### src/rtl/fetch_unit.sv
// Instruction fetch stage: a single outstanding imem read, the IF/ID register and a
// one-entry skid buffer. Redirects wait for any in-flight read to return before refetching.
module fetch_unit #(
  parameter logic [31:0] RESET_PC = 32'h4000_0060
) (
  input  logic        clk,
  input  logic        rst,
  output logic [31:0] imem_address,
  output logic        imem_read,
  input  logic [31:0] imem_rdata,
  input  logic        imem_resp,
  input  logic        stall_id,
  input  logic        flush,
  input  logic [31:0] redirect_pc,
  output logic        id_valid,
  output logic [31:0] id_pc,
  output logic [31:0] id_instr
);

  // state     | meaning
  // S_FETCH   | read outstanding at req_addr; a response is accepted
  // S_WAIT    | IF/ID and skid buffer both full; no read issued
  // S_DRAIN   | redirected; waiting out a stale read whose word is dropped
  typedef enum logic [1:0] {
    S_FETCH = 2'd0,
    S_WAIT  = 2'd1,
    S_DRAIN = 2'd2
  } state_t;

  localparam logic [31:0] NOP = 32'h0000_0013;

  state_t      state_q, state_d;
  logic [31:0] pc_q, pc_d;
  logic [31:0] req_addr_q, req_addr_d;
  logic        id_valid_q, id_valid_d;
  logic [31:0] id_pc_q, id_pc_d;
  logic [31:0] id_instr_q, id_instr_d;
  logic        buf_valid_q, buf_valid_d;
  logic [31:0] buf_pc_q, buf_pc_d;
  logic [31:0] buf_instr_q, buf_instr_d;
  logic        transfer;
  logic [31:0] redir_pc;

  assign transfer = id_valid_q & ~stall_id;
  assign redir_pc = redirect_pc & 32'hFFFF_FFFC;

  always_ff @(posedge clk) begin
    if (rst) begin
      state_q     <= S_FETCH;
      pc_q        <= RESET_PC;
      req_addr_q  <= RESET_PC;
      id_valid_q  <= 1'b0;
      id_pc_q     <= 32'h0;
      id_instr_q  <= NOP;
      buf_valid_q <= 1'b0;
      buf_pc_q    <= 32'h0;
      buf_instr_q <= NOP;
    end else begin
      state_q     <= state_d;
      pc_q        <= pc_d;
      req_addr_q  <= req_addr_d;
      id_valid_q  <= id_valid_d;
      id_pc_q     <= id_pc_d;
      id_instr_q  <= id_instr_d;
      buf_valid_q <= buf_valid_d;
      buf_pc_q    <= buf_pc_d;
      buf_instr_q <= buf_instr_d;
    end
  end

  always_comb begin
    state_d     = state_q;
    pc_d        = pc_q;
    req_addr_d  = req_addr_q;
    id_valid_d  = id_valid_q;
    id_pc_d     = id_pc_q;
    id_instr_d  = id_instr_q;
    buf_valid_d = buf_valid_q;
    buf_pc_d    = buf_pc_q;
    buf_instr_d = buf_instr_q;

    // Decode takes IF/ID; refill from the skid buffer first to keep program order.
    if (transfer) begin
      if (buf_valid_q) begin
        id_pc_d     = buf_pc_q;
        id_instr_d  = buf_instr_q;
        buf_valid_d = 1'b0;
      end else begin
        id_valid_d = 1'b0;
      end
    end

    case (state_q)
      S_FETCH: begin
        if (imem_resp && !flush) begin
          pc_d = req_addr_q + 32'd4;
          if (!id_valid_d) begin
            id_valid_d = 1'b1;
            id_pc_d    = req_addr_q;
            id_instr_d = imem_rdata;
          end else begin
            buf_valid_d = 1'b1;
            buf_pc_d    = req_addr_q;
            buf_instr_d = imem_rdata;
          end
          if (buf_valid_d) state_d = S_WAIT;
          else req_addr_d = pc_d;
        end
      end
      S_WAIT: begin
        if (!buf_valid_d) begin
          state_d    = S_FETCH;
          req_addr_d = pc_q;
        end
      end
      S_DRAIN: begin
        if (imem_resp) begin
          state_d    = S_FETCH;
          req_addr_d = pc_q;
        end
      end
      default: state_d = S_FETCH;
    endcase

    // Redirect overrides everything above; a live read must still be drained.
    if (flush) begin
      pc_d = redir_pc;
      if (state_q != S_DRAIN) begin
        id_valid_d  = 1'b0;
        buf_valid_d = 1'b0;
      end
      if (state_q == S_WAIT || imem_resp) begin
        state_d    = S_FETCH;
        req_addr_d = redir_pc;
      end else begin
        state_d    = S_DRAIN;
        req_addr_d = req_addr_q;
      end
    end
  end

  assign imem_read    = ~rst & (state_q != S_WAIT);
  assign imem_address = req_addr_q;
  assign id_valid     = id_valid_q;
  assign id_pc        = id_pc_q;
  assign id_instr     = id_instr_q;

endmodule

### config.mk
export PLATFORM = sky130hd
export DESIGN_NAME = fetch_unit
export DESIGN_NICKNAME = d
export VERILOG_FILES = /design/src/rtl/fetch_unit.sv
export SDC_FILE = /design/constraint.sdc
export NUM_CORES = 1
export LEC_CHECK = 0
export CORE_ASPECT_RATIO = 1.4
export CORE_MARGIN = 2
export CORE_UTILIZATION = 48
export DETAILED_ROUTE_END_ITERATION = 10
export HOLD_SLACK_MARGIN = 0.02
export PLACE_DENSITY = 0.79
export SLEW_MARGIN = 0
export SYNTH_ARGS = -nofsm -noshare
export SYNTH_HDL_FRONTEND = slang
export SYNTH_SLANG_ARGS = --single-unit
### constraint.sdc
create_clock -name clk -period 2 [get_ports clk]
set_input_delay 0.5 -clock clk [delete_from_list [all_inputs] [get_ports clk]]
set_output_delay 0.5 -clock clk [all_outputs]
set_load 0.01 [all_outputs]
# [After elaboration in Yosys (flattened, before gate mapping)]
# Cells that the tools add are included.
[word_totals] regBits=196 output_inout_bits=98 word_cells=79
[op_classes] n_addsub=1 eq_ne=10 mux=41 n_bitwise=4 n_reduce_logical=13
[op_table] cell="32-bit two-way mux" count=19
[op_table] cell="32-bit case mux with 3 select lines" count=1
[op_table] cell="32-bit by 3-bit adder with 32-bit output, second input constant" count=1
[op_table] cell="3-bit inequality test, second input constant" count=5
[op_table] cell="1-bit two-way mux" count=14
[op_table] cell="2-bit two-way mux" count=6
[op_table] cell="2-bit case mux with 3 select lines" count=1
[op_table] cell="6-bit AND reduction" count=1
[op_table] cell="2-bit by 1-bit inequality test with 1-bit output, second input constant" count=2
[op_table] cell="2-bit AND reduction" count=2
[op_table] cell="4-bit AND reduction" count=1
[op_table] cell="2-bit nonzero test" count=2
[op_table] cell="4-bit nonzero test" count=1
[op_table] cell="3-bit AND reduction" count=1
[op_table] cell="1-bit bitwise AND" count=2
[op_table] cell="2-bit by 1-bit == test with 1-bit output, second input constant" count=1
[op_table] cell="2-bit == test, second input constant" count=1
[op_table] cell="2-bit zero test" count=1
[op_table] cell="2-bit inequality test, second input constant" count=1
[op_table] cell="1-bit inverter" count=2
[op_table] cell="2-bit OR reduction" count=1
[op_table] cell="1-bit logical AND" count=1
[op_table] cell="1-bit zero test" count=1
[op_table] cell="1-bit logical OR" count=1

# [Logic depth before layout (Yosys ltp)]
# Gate-level depths: netlist of the first run.
[depth] depth_word=10 depth_mapped=9 mapped_depth_nobuf=7

# [Worst setup path before layout of the first run]
# No wires, ideal clock.
[synth_timing] path_type="register to register" startpoint="register req_addr_q[3] (netlist: imem_address[3])" endpoint="register pc_q[26]" setup_time_ns=0.138 arrival_time_ns=2.061 required_ns=1.862 path_slack_ns=-0.199 path_stages_with_launch=8 synth_period_minus_slack_ns=2.199 cell_sequence="dfxtp_1 > ha_1 > nand4_2 > or3_1 > buf_2 > nor3_1 > xnor2_1 > o221ai_1"
[synth_via] elab_chain_len=4
[synth_rtl] element="start, declared" line_no="34" source="logic [31:0] req_addr_q, req_addr_d;"
[synth_rtl] element="start signal, assigned" line_no="61" source="req_addr_q <= req_addr_d;"
[synth_rtl] element="32-bit by 3-bit adder with 32-bit output" line_no="96" source="pc_d = req_addr_q + 32'd4;"
[synth_rtl] element="32-bit two-way mux" line_no="95" source="if (imem_resp && !flush) begin"
[synth_rtl] element="32-bit two-way mux" line_no="93" source="case (state_q)"
[synth_rtl] element="32-bit two-way mux" line_no="126" source="if (flush) begin"
[synth_rtl] element="end signal, assigned" line_no="60" source="pc_q <= pc_d;"
[synth_rtl] element="end, declared" line_no="33" source="logic [31:0] pc_q, pc_d;"
# Every way passes these cells. The select of a mux whose other input is x is not followed.
# A chain may end at the register's enable or synchronous reset.

# [Worst setup path in the final report of the first run]
[layout_timing] startpoint="register req_addr_q[3] (netlist: imem_address[3])" endpoint="register req_addr_q[20] (netlist: imem_address[20])"
[layout_via] elab_chain_len=5
[layout_rtl] element="32-bit by 3-bit adder with 32-bit output" line_no="96"
[layout_rtl] element="32-bit two-way mux" line_no="106" source="if (buf_valid_d) state_d = S_WAIT;"
[layout_rtl] element="32-bit two-way mux" line_no="95"
[layout_rtl] element="32-bit case mux with 3 select lines" line_no="93"
[layout_rtl] element="32-bit two-way mux" line_no="126"
# Every way passes these cells. The select of a mux whose other input is x is not followed.

==> metrics.cfg, run 1 <==
[cts]
number_of_buffers_between_clock_root_and_the_deepest_sink = 2
clk_pin_slew_ns = 0.08
tritoncts = yes
ctsRootBufferMaster = sky130_fd_sc_hd__clkbuf_16
number_of_clock_sinks = 196
clk_latency_ns = 0.45
htreeDepth = 4
cts_made_buffers = 17
cts_hold_repair.buffers = 0

[detailed_routing]
post_drt_wl_per_cell_um = 17.6
drtPass1Iterations = 6
dr.first_iter.drc_count = 966
totalWireLength_um = 27700
drt_drc_violations_left = 0
routed_via_density = 5.84
route.vias.total = 9210
final_antenna_net_count = 0

[timing]
rsz0062_at_grt = yes
setup_viol = 0
hold_viol = 0
layout_worst_path_cycle_share_pct = 98.1
skew_ns = 0.0189
max_freq_mhz = 509
timing.final.crit_period_ns = 1.96
worst_case_headroom_to_the_max_slew_limit_pct = 47.6
worst_slew_pin_slew_ns = 0.785
slew_violations = 0

[floorplan]
initial_core_util_pct = 49.0
die-area_um2 = 20100
die-height_um = 167
pin_count = 167
std_cell_rows = 59
chipWidth_um = 120
coreArea_um2 = 18600

[grt]
maximum_number_of_pins_on_one_net_before_global_route_repair = 77
grt_overflow = 0
first_global_vias = 8689
antenna_found_initial = 0
grt.total_usage_pct = 26.7
grt_first_pass_wirelength_um = 43600

[critical_path]
timing.critical_path.slowest_cell_delay_ns = 0.48
timing_worst_setup_path_type = reg -> reg
critical_path_peak_fanout = 7
setup.worst_path.start_class = register
timing.rr.end = imem_address[20]$_SDFFE_PP0P_
r2r_start = imem_address[3]$_SDFFE_PP0P_
path_cells = ha_4, nand4_4, or3_4, buf_4, nor4_1, o21ai_0, a21oi_1
critical_path_arrival_ns = 2.34
r2r_cells = 7
critical-path-slowest-cell = sky130_fd_sc_hd__or3_4
worst_setup_ep_type = register
cp_data_required_time_ns = 2.38
rrSetupSlack_ns = 0.04

[final_layout]
most_frequent_cells_in_the_layout = sky130_fd_sc_hd__nand2_1 (192), sky130_fd_sc_hd__dfxtp_1 (175), sky130_fd_sc_hd__clkdlybuf4s50_1 (137), sky130_fd_sc_hd__a21oi_1 (122), sky130_fd_sc_hd__nor2_1 (110)
multiInputGateArea_um2 = 4850
final_common_cell = sky130_fd_sc_hd__nand2_1
flow.area_growth_from_synthesis_pct = 36.4
drive_gt1_share_pct = 16.4
fillers = 1549
antenna-diode-count = 0
seqCellArea_um2 = 3960
nets = 1394
fin_util_pct = 66.8
final_design_area_no_fill_um2 = 12400

[synth]
yosys.cell_types.count = 58
netlist.top_cell.by_area = sky130_fd_sc_hd__dfxtp_1
synth_flop_cell = sky130_fd_sc_hd__dfxtp_1
post_synth_instance_area_um2 = 9110
number_of_flops_mapped_to_enable_cells_by_yosys = 0
synth_top_cell_area_share_pct = 43.1
mapped_cells = 1135
synth_mux_area_share_pct = 7.62
postSynthNetCount = 1208
synth_top_family_by_area = compound AO/OA/AOI/OAI gates
synth_seq_cells = 196
xor_and_xnor_fraction_of_the_mapped_netlist_area_pct = 1.92
synth-simple-area-share_pct = 19.3
ys_async_sr_fraction_pct = 0
syn-mean-instance-area_um2 = 8.03
synthTopCellsByArea = sky130_fd_sc_hd__dfxtp_1 (43%), sky130_fd_sc_hd__nand2_1 (8.0%), sky130_fd_sc_hd__mux2i_1 (7.3%), sky130_fd_sc_hd__a21oi_1 (6.8%), sky130_fd_sc_hd__a211oi_1 (5.2%)
ys_warn_count = 0
synth-seq-area-share_pct = 43.1
synth-adder-area-share_pct = 0.549
synth_compound_gate_area_share_pct = 22.1

[pwr]
power_leakage_nw = 5.06
power_density_nw_per_um2 = 748
max-vdd-ir-drop_v = 0.000572

[hold_path]
hold_path_startpoint = rst
min-delay-path-class = in -> reg
min_path_cells = 3
destination_of_the_worst_hold_path = imem_address[1]$_SDFFE_PP0P_

[outcome]
status = complete, no violations

[flow_run]
max_cap_violations = 0

[placement]
globalplace.congestion = 0.915
placement.cell_area_um2 = 11600
place.detailed.hpwl_um = 18700
portBuffers = 164

## repair_timing
| action | 4_1_cts | 5_1_grt |
|---|---|---|
| cloned | 0 | 2 |
| resized for setup | 41 | 32 |
| pin swaps | 1 | 7 |
| endpoints found under the setup margin | 37 | 124 |
| buffers inserted | 5 | 1 |
## metrics by stage
step	TNS (ns)	worst slack (ns)	power (mW)	hold WS (ns)	std cells
floorplan	0	0.0119	5.06	0.436	1135
global placement	-23.54	-0.271	5.81	0.441	1538
detailed placement	-28.40	-0.368	5.85	0.446	1538
CTS	0	0.0000209	9.28	0.407	1575
global route	-0.0276	-0.0276	9.62	0.423	1578
finish	0	0.0372	9.29	0.425	1578
## layout make-up
type / instances / area share, %
multi-input cells: 813 / 39.1
well taps: 244 / 2.46
repair buffers: 274 / 21.3
inverters: 19 / 0.574
clock inverters: 13 / 1.10
flip-flops and latches: 196 / 31.9
clock buffers: 19 / 3.65
## power breakdown
part / total [mW] / internal, mW / switching [mW]
sequential: 4.23 / 4.10 / 0.130
combinational: 1.59 / 0.779 / 0.815
clock: 3.47 / 1.83 / 1.65
total: 9.29 / 6.70 / 2.59
## worst max-delay path, delay by kind of cell, from the launching register on
family	cells	cell delay [ns]
compound gates	2	0.25
flops	1	0.39
fa+ha+maj	1	0.16
buf+inv	1	0.19
simple gates	3	0.90
## cells in the mapped netlist, drive strengths merged (4+ instances only)
master / n
a21oi: 124
or4: 5
inv: 19
o21ai: 41
nand2b: 8
nand3: 27
nor2: 112
buf: 19
a211oi: 63
nor4: 13
a22o: 4
o31a: 5
o22ai: 7
xor2: 6
dfxtp: 196
nor3: 15
clkbuf: 88
nand4: 11
or3: 4
xnor2: 14
o32ai: 10
a211o: 5
a31oi: 13
nand2: 195
a31o: 6
a21o: 4
mux2i: 66
ha: 4
a22oi: 12
o211ai: 7
## routing by layer
layer | wire length (µm) | track usage (%)
met3 | 1740 | 4.62
met5 | 0 | 0
met1 | 11300 | 33.7
met4 | 1130 | 13.0
met2 | 13600 | 43.9
## cell families after synthesis
| group | count (synthesis) |
|---|---|
| xor+xnor | 20 |
| mux | 69 |
| compound gates | 318 |
| buf+inv | 126 |
| simple gates | 402 |
| fa+ha+maj | 4 |
| flops | 196 |
## worst max-delay path by stage
| stage | cells after the start | end | startpoint | slack, ns |
|---|---|---|---|---|
| final | 7 | imem_address[20]$_SDFFE_PP0P_ | imem_address[3]$_SDFFE_PP0P_ | 0.04 |
| after global routing | 7 | pc_q[20]$_SDFFE_PP0P_ | imem_address[3]$_SDFFE_PP0P_ | -0.03 |
| after CTS | 1 | imem_address[0] | imem_address[0]$_SDFFE_PP0P_ | 0.00002 |
| after detailed placement | 7 | imem_address[21]$_SDFFE_PP0P_ | stall_id | -0.37 |
| after global placement | 8 | imem_address[22]$_SDFFE_PP0P_ | stall_id | -0.27 |
| after floorplan | 9 | buf_pc_q[13]$_SDFFE_PP0P_ | state_q[0]$_SDFFE_PP0P_ | 0.01 |
## registers in the layout, summed over array words and instances, names as in the netlist, 2 cells and up
name	flops
id_pc	32
id_instr	32
state_q	2
buf_pc_q	32
pc_q	32
buf_instr_q	32
imem_address	32
(Power assumes the default switching activity.)
==> run 2: changes to the inputs <==
--- a/config.mk
+++ b/config.mk
@@ -5,6 +5,7 @@
 export SDC_FILE = /design/constraint.sdc
 export NUM_CORES = 1
 export LEC_CHECK = 0
+export ABC_CLOCK_PERIOD_IN_PS = 2000
 export CORE_ASPECT_RATIO = 1.4
 export CORE_MARGIN = 2
 export CORE_UTILIZATION = 48
==> results of run 2 <==
The final DEF is identical to that of run 1; final timing and power are the same.
